<file path="src/rtl/divisor_seq_pkg.sv">
// Shared arithmetic definitions for the divider: FSM state encoding and default width.
package divisor_seq_pkg;
  localparam int N_DEF = 4;

  typedef enum logic [1:0] {
    OCIOSO = 2'd0,
    CALC   = 2'd1,
    FIM    = 2'd2
  } estado_t;
endpackage

</file>
<file path="src/rtl/divisor_seq_sub.sv">
// (W)-bit ripple subtractor a - b built as a + ~b + 1 through a chain of full-adder cells.
module subtrator_nb #(
  parameter int W = 5
) (
  input  logic [W-1:0] a,
  input  logic [W-1:0] b,
  output logic [W-1:0] dif,
  output logic         borrow
);
  logic [W:0]   c;
  logic [W-1:0] nb;

  assign nb   = ~b;
  assign c[0] = 1'b1;

  for (genvar i = 0; i < W; i++) begin : g_fa
    assign dif[i]  = a[i] ^ nb[i] ^ c[i];
    assign c[i+1]  = (a[i] & nb[i]) | (c[i] & (a[i] ^ nb[i]));
  end

  // No carry out of the top cell means a < b.
  assign borrow = ~c[W];
endmodule

</file>
<file path="src/rtl/divisor_seq.sv">
// Multi-cycle unsigned restoring divider, one quotient bit per clock, start/busy/done handshake.
module divisor_seq
  import divisor_seq_pkg::*;
#(
  parameter int N = N_DEF
) (
  input  logic         clk,
  input  logic         reset,
  input  logic         start,
  input  logic [N-1:0] dividendo,
  input  logic [N-1:0] divisor,
  output logic [N-1:0] quociente,
  output logic [N-1:0] resto,
  output logic         ocupado,
  output logic         pronto,
  output logic         div_zero
);
  localparam int CW = $clog2(N + 1);

  estado_t       state, nstate;
  logic [N-1:0]  q, q_d, q_step;
  logic [N:0]    r, r_d, r_sh, r_step, dif;
  logic [N-1:0]  d, d_d;
  logic [CW-1:0] cnt, cnt_d;
  logic [N-1:0]  quo_d, res_d;
  logic          dz_d, pronto_d, ocupado_d, borrow;

  // Shift in the next dividend bit, then trial-subtract the divisor.
  assign r_sh = {r[N-1:0], q[N-1]};

  subtrator_nb #(.W(N + 1)) u_sub (
    .a      (r_sh),
    .b      ({1'b0, d}),
    .dif    (dif),
    .borrow (borrow)
  );

  assign q_step = {q[N-2:0], ~borrow};
  assign r_step = borrow ? r_sh : dif;

  always_ff @(posedge clk) begin
    if (reset) state <= OCIOSO;
    else       state <= nstate;
  end

  always_comb begin
    nstate = state;
    case (state)
      CALC:    if (cnt == CW'(1)) nstate = FIM;
      default: begin
        if (start) nstate = (divisor == '0) ? FIM : CALC;
        else       nstate = OCIOSO;
      end
    endcase
  end

  always_comb begin
    q_d   = q;
    r_d   = r;
    d_d   = d;
    cnt_d = cnt;
    quo_d = quociente;
    res_d = resto;
    dz_d  = div_zero;
    case (state)
      CALC: begin
        q_d   = q_step;
        r_d   = r_step;
        cnt_d = cnt - CW'(1);
        if (cnt == CW'(1)) begin
          quo_d = q_step;
          res_d = r_step[N-1:0];
          dz_d  = 1'b0;
        end
      end
      default: begin
        if (start) begin
          if (divisor == '0) begin
            quo_d = '1;
            res_d = dividendo;
            dz_d  = 1'b1;
          end else begin
            q_d   = dividendo;
            r_d   = '0;
            d_d   = divisor;
            cnt_d = CW'(N);
          end
        end
      end
    endcase
    pronto_d  = (nstate == FIM);
    ocupado_d = (nstate == CALC);
  end

  always_ff @(posedge clk) begin
    if (reset) begin
      q         <= '0;
      r         <= '0;
      d         <= '0;
      cnt       <= '0;
      quociente <= '0;
      resto     <= '0;
      div_zero  <= 1'b0;
      pronto    <= 1'b0;
      ocupado   <= 1'b0;
    end else begin
      q         <= q_d;
      r         <= r_d;
      d         <= d_d;
      cnt       <= cnt_d;
      quociente <= quo_d;
      resto     <= res_d;
      div_zero  <= dz_d;
      pronto    <= pronto_d;
      ocupado   <= ocupado_d;
    end
  end
endmodule

</file>
<file path="config.mk">
export PLATFORM = sky130hd
export DESIGN_NAME = divisor_seq
export DESIGN_NICKNAME = d
export VERILOG_FILES = /design/src/rtl/divisor_seq_pkg.sv /design/src/rtl/divisor_seq_sub.sv /design/src/rtl/divisor_seq.sv
export SDC_FILE = /design/constraint.sdc
export NUM_CORES = 1
export LEC_CHECK = 0
export BUFFER_PORTS_ARGS = -buffer_cell sky130_fd_sc_hd__clkbuf_2
export CAP_MARGIN = 30
export CORE_UTILIZATION = 57
export CTS_BUF_LIST = sky130_fd_sc_hd__clkbuf_8
export DETAILED_ROUTE_END_ITERATION = 12
export PLACE_DENSITY = 0.81
export SLEW_MARGIN = 20
export SYNTH_ARGS = -nofsm -noshare
export SYNTH_HDL_FRONTEND = slang
export SYNTH_SLANG_ARGS = --single-unit
export TNS_END_PERCENT = 20
</file>
<file path="constraint.sdc">
create_clock -name clk -period 3.48 [get_ports clk]
set_clock_uncertainty 0.1 [all_clocks]
set_input_delay 0.348 -clock clk [delete_from_list [all_inputs] [get_ports clk]]
set_output_delay 0.348 -clock clk [all_outputs]
set_load 0.02 [all_outputs]
</file>
==> results of run 1 <==
-- per-layer routing --
layer	track usage [%]	wire length, µm
met1	29.9	1180
met2	40.4	1240
met3	4.98	124
met4	10.3	28
met5	0	0
-- cell usage in the layout, fill, tap and decap left out, drive strengths merged, types with 2 or more instances in the layout --
cell    count
a21oi      18
a22oi       4
clkbuf     25
dfxtp      28
fa          3
ha          3
inv        10
mux2i       4
nand2      10
nand2b      5
nand3       5
nor2       16
nor3        5
nor3b       2
o21ai       6
o22ai       4
or3         2
-- Yosys cell counts, types with 2 or more instances --
library cell,instances
or3_1,2
nor3_1,4
nand3_1,5
nor2_1,12
nor2_2,4
nor3b_1,2
nand2_1,10
o21ai_0,6
mux2i_1,4
nand2b_1,5
clkbuf_1,5
o22ai_1,4
dfxtp_1,28
a21oi_1,14
fa_1,3
a22oi_1,4
buf_6,2
ha_1,3
inv_1,10
a21oi_2,4
-- worst max-delay path, delay by kind of cell, from the launching register on --
kind | cells | cell delay, ns
DFF | 1 | 0.32
buffers and inverters | 1 | 0.06
adders and majority gates | 4 | 1.39
muxes | 1 | 0.30
and+or+nand+nor | 2 | 0.43
AOI/OAI and AO/OA | 1 | 0.12
-- through the flow --
stage          total power [mW]  instance area, µm²
6_report                  0.679                1400
2_1_floorplan             0.452                1260
3_3_place_gp              0.474                1350
5_1_grt                   0.707                1400
4_1_cts                   0.680                1400
3_5_place_dp              0.483                1350
-- sequential cells by signal (all words and copies together), names as in the netlist, 2 cells and up --
signal / flops
q: 4
d: 4
state: 2
cnt: 3
r: 4
quociente: 4
resto: 4
-- power groups by stage --
stage	combinational [mW]	clock, mW	sequential (mW)
5_1_grt	0.137	0.214	0.356
6_report	0.123	0.203	0.353
2_1_floorplan	0.0866	0	0.365
3_5_place_dp	0.122	0	0.360
4_1_cts	0.123	0.204	0.353
3_3_place_gp	0.115	0	0.360
-- cell type report --
class	instances	share of cell area [%]
clock buffer	4	3.93
inverter	10	2.68
multi-input combinational	92	43.5
sequential	28	40.0
tap	27	2.41
timing repair buffer	21	7.50
-- final timing paths --
path,startpoint,endpoint,slack [ns],cells after the start
setup / recovery,q[3]$_SDFFE_PP0P_,resto[0]$_SDFFE_PP0P_,0.67,9
hold / removal,divisor[1],d[1]$_SDFFE_PP0P_,0.21,3
setup reg to reg,q[3]$_SDFFE_PP0P_,resto[0]$_SDFFE_PP0P_,0.67,9
hold reg to reg,q[0]$_SDFFE_PP0P_,q[0]$_SDFFE_PP0P_,0.36,2
-- cells by family (layout without fill, tap and decap cells) --
group           count (synthesis)  in the layout
compound gates                 33             33
xor+xnor                        1              1
flops                          28             28
mux                             4              4
fa+ha+maj                       6              6
buf+inv                        20             35
simple gates                   48             48
==> flow_metrics.py, run 1 <==
metrics = {
    "placed_design": {
        "dp_cells": 178,
        "place.gp.congestion": 0.775,
        "dp_slack_ns": 0.742,
        "hpwlAfterDp_mm": 1.82,
        "port_buffers": 21,
    },
    "worst_setup_path": {
        "endpoint_kind": "flop",
        "crit_top_cell": "fa_1",
        "required_ns": 3.58,
        "cp.arrival_ns": 2.91,
        "cp_max_fo": 6,
        "worst-setup-path-type": "reg -> reg",
        "start_kind": "flop",
        "critical-path-slowest-cell": "fa_1",
        "max_stage_delay_ns": 0.40,
        "crit_path_cell_trace": "inv_1, ha_1, fa_1, fa_1, fa_1, nand2b_1, mux2i_1, o22ai_1, nor3_1",
    },
    "clock_tree": {
        "cts_made_buffers": 3,
        "ctsHoldBuffers": 0,
        "htree_levels": 1,
        "root_buffer": "clkbuf_8",
        "cts.repair.resized": 0,
        "clkSinkCount": 28,
        "clk_pin_slew_ns": 0.09,
        "cts.path.max_buffers": 2,
        "cts_setup_buffers": 0,
        "cts_tree": "yes",
        "insertion_delay_ns": 0.28,
    },
    "power": {
        "power.internal_mw": 0.490,
        "p_sw_share_pct": 27.8,
        "p_clk_share_pct": 29.8,
        "power.switching_mw": 0.189,
        "powerDensity_mw_per_mm2": 484,
        "power_leakage_nw": 0.577,
        "pwr-share-comb_pct": 18.1,
        "ir_worst_vdd_mv": 0.396,
        "power_frac_seq_pct": 52.0,
    },
    "yosys": {
        "postSynthCellCount": 140,
        "synth_top_family_by_area": "simple AND/OR/NAND/NOR gates",
        "ys.flop_type": "dfxtp_1",
        "synth_seq_cells": 28,
        "yosys.area_share.simple_pct": 19.9,
        "yosysWarnings": 0,
        "yosys.area_share.xor_xnor_pct": 0.692,
        "synth_mux_area_share_pct": 3.17,
        "netlist.top_cell.by_area": "dfxtp_1",
        "synth_area_leaders": "dfxtp_1 (44%), a21oi_1 (5.5%), fa_1 (4.7%)",
        "seq_area_frac_synth_pct": 44.3,
        "synth_fp_nets": 157,
        "synth_cell_types": 29,
        "async_flop_share_pct": 0,
        "synth_edf_count": 0,
        "synth.cell_area_mm2": 0.00126,
        "avgSynthCellArea_um2": 9.04,
        "synth-compound-area-share_pct": 16.7,
        "synth_fa_ha_area_share_pct": 7.72,
        "synth_top_area_share_pct": 44.3,
    },
    "timing": {
        "slew_headroom_pct": 57.0,
        "min_period_ns": 2.81,
        "tns_ns": 0,
        "worst_slack_ns": 0.672,
        "fin_crit_sh_pct": 80.7,
        "hold_viol": 0,
        "setup_viol": 0,
        "finalMaxSlewViolations": 0,
        "rsz0062_at_grt": "false",
        "fin_hold_ws_ns": 0.214,
        "worst_pin_slew_ns": 0.645,
        "timing.fmax_mhz": 356,
    },
    "global_route": {
        "grt_first_pass_wirelength_mm": 4.39,
        "grt_pass1_vias": 987,
        "antenna_found_initial": 0,
        "globalRouteTotalUtil_pct": 24.2,
        "gr-total-overflow": 0,
        "grt_max_degree": 29,
    },
    "run_status": {
        "outcome": "completed",
    },
    "cells_and_area": {
        "drive_gt1_share_pct": 23.2,
        "regArea_um2": 561,
        "fin_nets": 173,
        "multi_input_area_um2": 609,
        "fill_cells": 166,
        "area_growth_pct": 10.8,
        "fin_util_pct": 69.3,
        "finalNonFillerCells": 182,
        "antenna_cells": 0,
    },
    "routing": {
        "drt-total-wl_mm": 2.57,
        "ant_nets": 0,
        "drc": 0,
        "drt_iter0_markers": 15,
        "routedWlPerCell_um": 14.1,
        "vias_per_cell": 5.69,
        "drtPass1Iterations": 4,
        "vias": 1036,
    },
    "die": {
        "core_area_mm2": 0.00202,
        "pin_count": 22,
        "die_x_um": 49.1,
        "die_h_um": 49.1,
        "start_util_pct": 62.6,
        "fp.dieArea_mm2": 0.00241,
        "rows": 16,
    },
    "hold_path": {
        "worstHoldPathType": "in -> reg",
    },
    "flow_run": {
        "maxCapViolations": 0,
    },
}
Power figures use the tool's default switching activity.
==> run 2: changes to the inputs <==
CORE_UTILIZATION = 51   (was 57)
PLACE_DENSITY = 0.77   (was 0.81)
clock period = 2.35 ns   (was 3.48 ns; I/O delays follow)
==> flow_metrics.py, run 2 (synthesis results as in run 1) <==
metrics = {
    "run_status": {
        "outcome": "complete, but fails checks",
        "violations": "setup timing",
    },
    "worst_setup_path": {
        "cp.arrival_ns": 2.60,
        "worst-setup-path-type": "reg -> reg",
        "required_ns": 2.43,
        "endpoint_kind": "flop",
        "worstRegToRegCells": 9,
        "start_kind": "flop",
        "cp_max_fo": 6,
        "crit_start": "q[3]$_SDFFE_PP0P_",
        "reg2reg_from": "q[3]$_SDFFE_PP0P_",
    },
    "clock_tree": {
        "htree_levels": 1,
        "ctsHoldBuffers": 0,
        "clk_pin_slew_ns": 0.09,
        "cts.path.max_buffers": 2,
        "root_buffer": "clkbuf_8",
        "clkSinkCount": 28,
        "insertion_delay_ns": 0.27,
        "cts_tree": "yes",
        "cts_made_buffers": 3,
    },
    "routing": {
        "drt-total-wl_mm": 2.51,
        "ant_nets": 0,
        "routedWlPerCell_um": 13.4,
        "vias_per_cell": 5.47,
        "vias": 1022,
        "drtPass1Iterations": 4,
        "drc": 0,
        "drt_iter0_markers": 9,
    },
    "cells_and_area": {
        "finalNonFillerCells": 187,
        "antenna_cells": 0,
        "final_common_cell": "dfxtp_1",
        "layout_common_cells": "dfxtp_1 (27), clkbuf_2 (21), a21oi_1 (14), nor2_1 (12), nand2_1 (10)",
        "fin_nets": 177,
        "drive_gt1_share_pct": 30.8,
        "area_growth_pct": 16.8,
        "fill_cells": 181,
        "design_area_mm2": 0.00148,
    },
    "global_route": {
        "antenna_found_initial": 0,
        "grt_first_pass_wirelength_mm": 4.30,
        "grt_max_degree": 29,
        "gr-total-overflow": 0,
        "grt_pass1_vias": 1008,
        "globalRouteTotalUtil_pct": 21.7,
    },
    "placed_design": {
        "hpwlAfterDp_mm": 1.81,
        "dp_cells": 182,
        "port_buffers": 21,
        "postPlaceCellArea_mm2": 0.00138,
        "place.gp.congestion": 0.819,
    },
    "flow_run": {
        "maxCapViolations": 0,
    },
    "die": {
        "rows": 17,
        "die_h_um": 51.8,
        "fp.dieArea_mm2": 0.00268,
        "die_x_um": 51.8,
        "core_area_mm2": 0.00228,
        "pin_count": 22,
        "start_util_pct": 55.6,
    },
    "hold_path": {
        "min-delay-start": "divisor[0]",
        "holdPathStages": 3,
        "worstHoldPathType": "in -> reg",
    },
    "power": {
        "p_sw_share_pct": 27.6,
        "power.switching_mw": 0.286,
        "powerDensity_mw_per_mm2": 703,
        "ir_worst_vdd_mv": 0.532,
        "power_frac_seq_pct": 50.4,
        "pwr-share-comb_pct": 21.1,
        "power.internal_mw": 0.753,
        "power_leakage_nw": 0.590,
        "power_mw": 1.04,
        "p_clk_share_pct": 28.5,
    },
    "timing": {
        "tns_ns": -0.501,
        "fin_hold_ws_ns": 0.102,
        "timing.fmax_mhz": 398,
        "worst_slack_ns": -0.164,
        "hold_viol": 0,
        "fin_crit_sh_pct": 107,
        "rsz0062_at_grt": "true",
        "min_period_ns": 2.51,
        "finalMaxSlewViolations": 0,
        "slew_headroom_pct": 60.5,
        "setup_viol": 8,
        "worst_pin_slew_ns": 0.592,
    },
}
-- run 2: cell count changes in the layout (fill, tap and decap cells not counted), moves of 2 or more --
cell / delta
buf_4: +4
mux2i_1: -2
fa_2: +3
fa_1: -3
-- run 2: power by group through the flow --
stage | combinational [mW] | sequential, mW | clock [mW]
floorplan | 0.138 | 0.541 | 0
global route | 0.246 | 0.528 | 0.318
CTS | 0.205 | 0.524 | 0.298
global placement | 0.179 | 0.532 | 0
detailed placement | 0.188 | 0.534 | 0
finish | 0.219 | 0.524 | 0.297
-- run 2: area by class of cell --
class,instances,area (µm²),share of cell area (%)
multi-input combinational,92,653,44.2
tap,28,35.0,2.37
inverter,10,37.5,2.54
clock buffer,4,55.1,3.73
timing repair buffer,25,135,9.14
sequential,28,562,38.0
-- run 2: per-stage QoR --
stage,util [%],worst slack [ns]
floorplan,-,-0.0240
detailed placement,60.6,-0.253
CTS,64.2,-0.0867
finish,64.9,-0.164
global placement,60.6,-0.150
global route,64.9,-0.227
-- run 2: final timing paths --
kind | end | slack [ns]
hold / removal | d[0]$_SDFFE_PP0P_ | 0.10
setup / recovery | resto[3]$_SDFFE_PP0P_ | -0.16
hold reg to reg | q[1]$_SDFFE_PP0P_ | 0.36
setup reg to reg | resto[3]$_SDFFE_PP0P_ | -0.16
-- run 2: repair_timing --
action | CTS | global route
cloned | 0 | 0
endpoints found under the setup margin | 9 | 9
resized for setup | 7 | 1
pin swaps | 5 | 1
setup buffers | 0 | 1
-- run 2: per-layer routing --
metal	track usage [%]	routed length (µm)	vias to the layer above	share of wire, %
met5	0	0	-	0
met1	27.2	1100	472	44
met3	3.80	87	7	3.5
li1	-	-	512	-
met4	4.95	46	0	1.8
met2	38.5	1280	31	51
-- run 2: worst max-delay path: stages, from the launching register on --
cell and delay (ns):
dfxtp_2 0.33, inv_2 0.05, ha_4 0.15, fa_2 0.33, fa_2 0.36, fa_2 0.39
nand2b_4 0.14, mux2i_4 0.25, o22ai_1 0.12, nor3_1 0.20
==> run 3: changes to the inputs <==
SETUP_SLACK_MARGIN = 0.1   (was unset)
==> flow_metrics.py, run 3 (synthesis results as in run 1) <==
metrics = {
    "die": {
        "core_area_mm2": 0.00228,
        "die_h_um": 51.8,
        "rows": 17,
        "pin_count": 22,
        "start_util_pct": 55.6,
        "die_x_um": 51.8,
        "fp.dieArea_mm2": 0.00268,
    },
    "routing": {
        "drt_iter0_markers": 7,
        "drc": 0,
        "routedWlPerCell_um": 13.5,
        "drt-total-wl_mm": 2.52,
        "vias": 1010,
        "vias_per_cell": 5.40,
        "drtPass1Iterations": 4,
        "ant_nets": 0,
    },
    "cells_and_area": {
        "final_common_cell": "dfxtp_1",
        "antenna_cells": 0,
        "drive_gt1_share_pct": 31.4,
        "design_area_mm2": 0.00147,
        "fill_cells": 184,
        "area_growth_pct": 16.4,
        "regArea_um2": 562,
        "multi_input_area_um2": 648,
        "layout_common_cells": "dfxtp_1 (27), clkbuf_2 (21), a21oi_1 (13), nor2_1 (12), nand2_1 (10)",
        "fin_nets": 177,
        "fin_util_pct": 64.7,
    },
    "placed_design": {
        "place.gp.congestion": 0.775,
        "hpwlAfterDp_mm": 1.74,
        "port_buffers": 21,
        "postPlaceCellArea_mm2": 0.00139,
    },
    "worst_setup_path": {
        "crit_top_cell": "fa_2",
        "max_stage_delay_ns": 0.37,
        "crit_path_cell_trace": "inv_2, ha_4, fa_2, fa_2, fa_2, nand2b_4, mux2i_2, buf_4, a22oi_1, nor2_1",
        "endpoint_kind": "flop",
        "ff2ff_setup_slack_ns": -0.06,
        "cp_max_fo": 6,
        "critical-path-slowest-cell": "fa_2",
        "critPathTopFamily": "adder cells",
        "worstRegToRegCells": 10,
        "reg2reg_from": "q[3]$_SDFFE_PP0P_",
        "required_ns": 2.47,
        "start_kind": "flop",
        "worst-path-buf-inv": 2,
        "regToRegEndpoint": "r[3]$_SDFFE_PP0P_",
        "cp.arrival_ns": 2.53,
        "worst-setup-path-type": "reg -> reg",
    },
    "timing": {
        "slew_headroom_pct": 60.6,
        "hold_viol": 0,
        "finalMaxSlewViolations": 0,
        "fin_crit_sh_pct": 102,
        "min_period_ns": 2.41,
        "worst_pin_slew_ns": 0.592,
        "setup_viol": 7,
        "timing.fmax_mhz": 416,
        "rsz0062_at_grt": "true",
        "worst_slack_ns": -0.0565,
    },
    "global_route": {
        "antenna_found_initial": 0,
        "gr-total-overflow": 0,
        "grt_first_pass_wirelength_mm": 4.33,
        "globalRouteTotalUtil_pct": 22.5,
        "grt_pass1_vias": 967,
        "grt_max_degree": 29,
    },
    "clock_tree": {
        "insertion_delay_ns": 0.28,
        "htree_levels": 1,
        "clk_pin_slew_ns": 0.09,
        "cts_tree": "yes",
        "cts_made_buffers": 3,
        "root_buffer": "clkbuf_8",
        "cts.path.max_buffers": 2,
        "ctsHoldBuffers": 0,
        "clkSinkCount": 28,
    },
    "flow_run": {
        "maxCapViolations": 0,
    },
    "hold_path": {
        "worstHoldPathType": "in -> reg",
        "whs_endpoint": "d[0]$_SDFFE_PP0P_",
        "holdPathStages": 3,
        "min-delay-start": "divisor[0]",
    },
    "power": {
        "ir_worst_vdd_mv": 0.497,
        "power_leakage_nw": 0.589,
        "powerDensity_mw_per_mm2": 705,
    },
    "run_status": {
        "outcome": "complete, but fails checks",
        "violations": "setup timing",
    },
}
-- run 3: worst max path at each step --
stage | from | slack, ns | to | cells after the start
final | q[3]$_SDFFE_PP0P_ | -0.06 | r[3]$_SDFFE_PP0P_ | 10
after global routing | q[3]$_SDFFE_PP0P_ | -0.18 | resto[3]$_SDFFE_PP0P_ | 9
after CTS | q[3]$_SDFFE_PP0P_ | -0.06 | resto[0]$_SDFFE_PP0P_ | 9
after detailed placement | q[3]$_SDFFE_PP0P_ | -0.20 | resto[0]$_SDFFE_PP0P_ | 9
after global placement | d[0]$_SDFFE_PP0P_ | -0.14 | resto[3]$_SDFFE_PP0P_ | 8
after floorplan | q[3]$_SDFFE_PP0P_ | -0.01 | resto[0]$_SDFFE_PP0P_ | 10
-- run 3: cell type report --
class                      count  area share, %
multi-input combinational     92           44.0
timing repair buffer          25           9.18
inverter                      10           2.55
clock buffer                   4           3.74
tap                           28           2.38
sequential                    28           38.1
-- run 3: per-layer routing --
layer  vias to the layer above  track usage (%)  share of wire, %
met5                         -                0                 0
met4                         0             10.8               1.9
met3                         5             3.80               3.5
met2                        23             36.4                48
met1                       473             29.0                46
li1                        509                -                 -
-- run 3: worst min-delay path: stages --
cell and delay, ns:
clkbuf_2 0.09, nand3_1 0.06, a21oi_1 0.05
-- run 3: power breakdown --
part           internal (mW)  switching (mW)  total, mW
clock                  0.150           0.150      0.300
combinational         0.0922           0.121      0.213
sequential             0.507          0.0178      0.524
-- run 3: per-stage QoR --
stage / hold WS [ns] / power (mW) / instances / TNS (ns) / setup slack, ns
after CTS: 0.0896 / 1.04 / 186 / -0.335 / -0.0603
after floorplan: 0.282 / 0.681 / 140 / -0.0191 / -0.0149
after global placement: 0.340 / 0.714 / 182 / -0.785 / -0.137
after global routing: 0.109 / 1.09 / 187 / -1.08 / -0.176
final: 0.0883 / 1.04 / 187 / -0.255 / -0.0565
after detailed placement: 0.348 / 0.722 / 182 / -1.17 / -0.200
-- run 3: timing repair --
item	in CTS	in global routing
endpoints found under the setup margin	9	9
buffers inserted	0	1
pin swaps	4	3
resized for setup	4	1
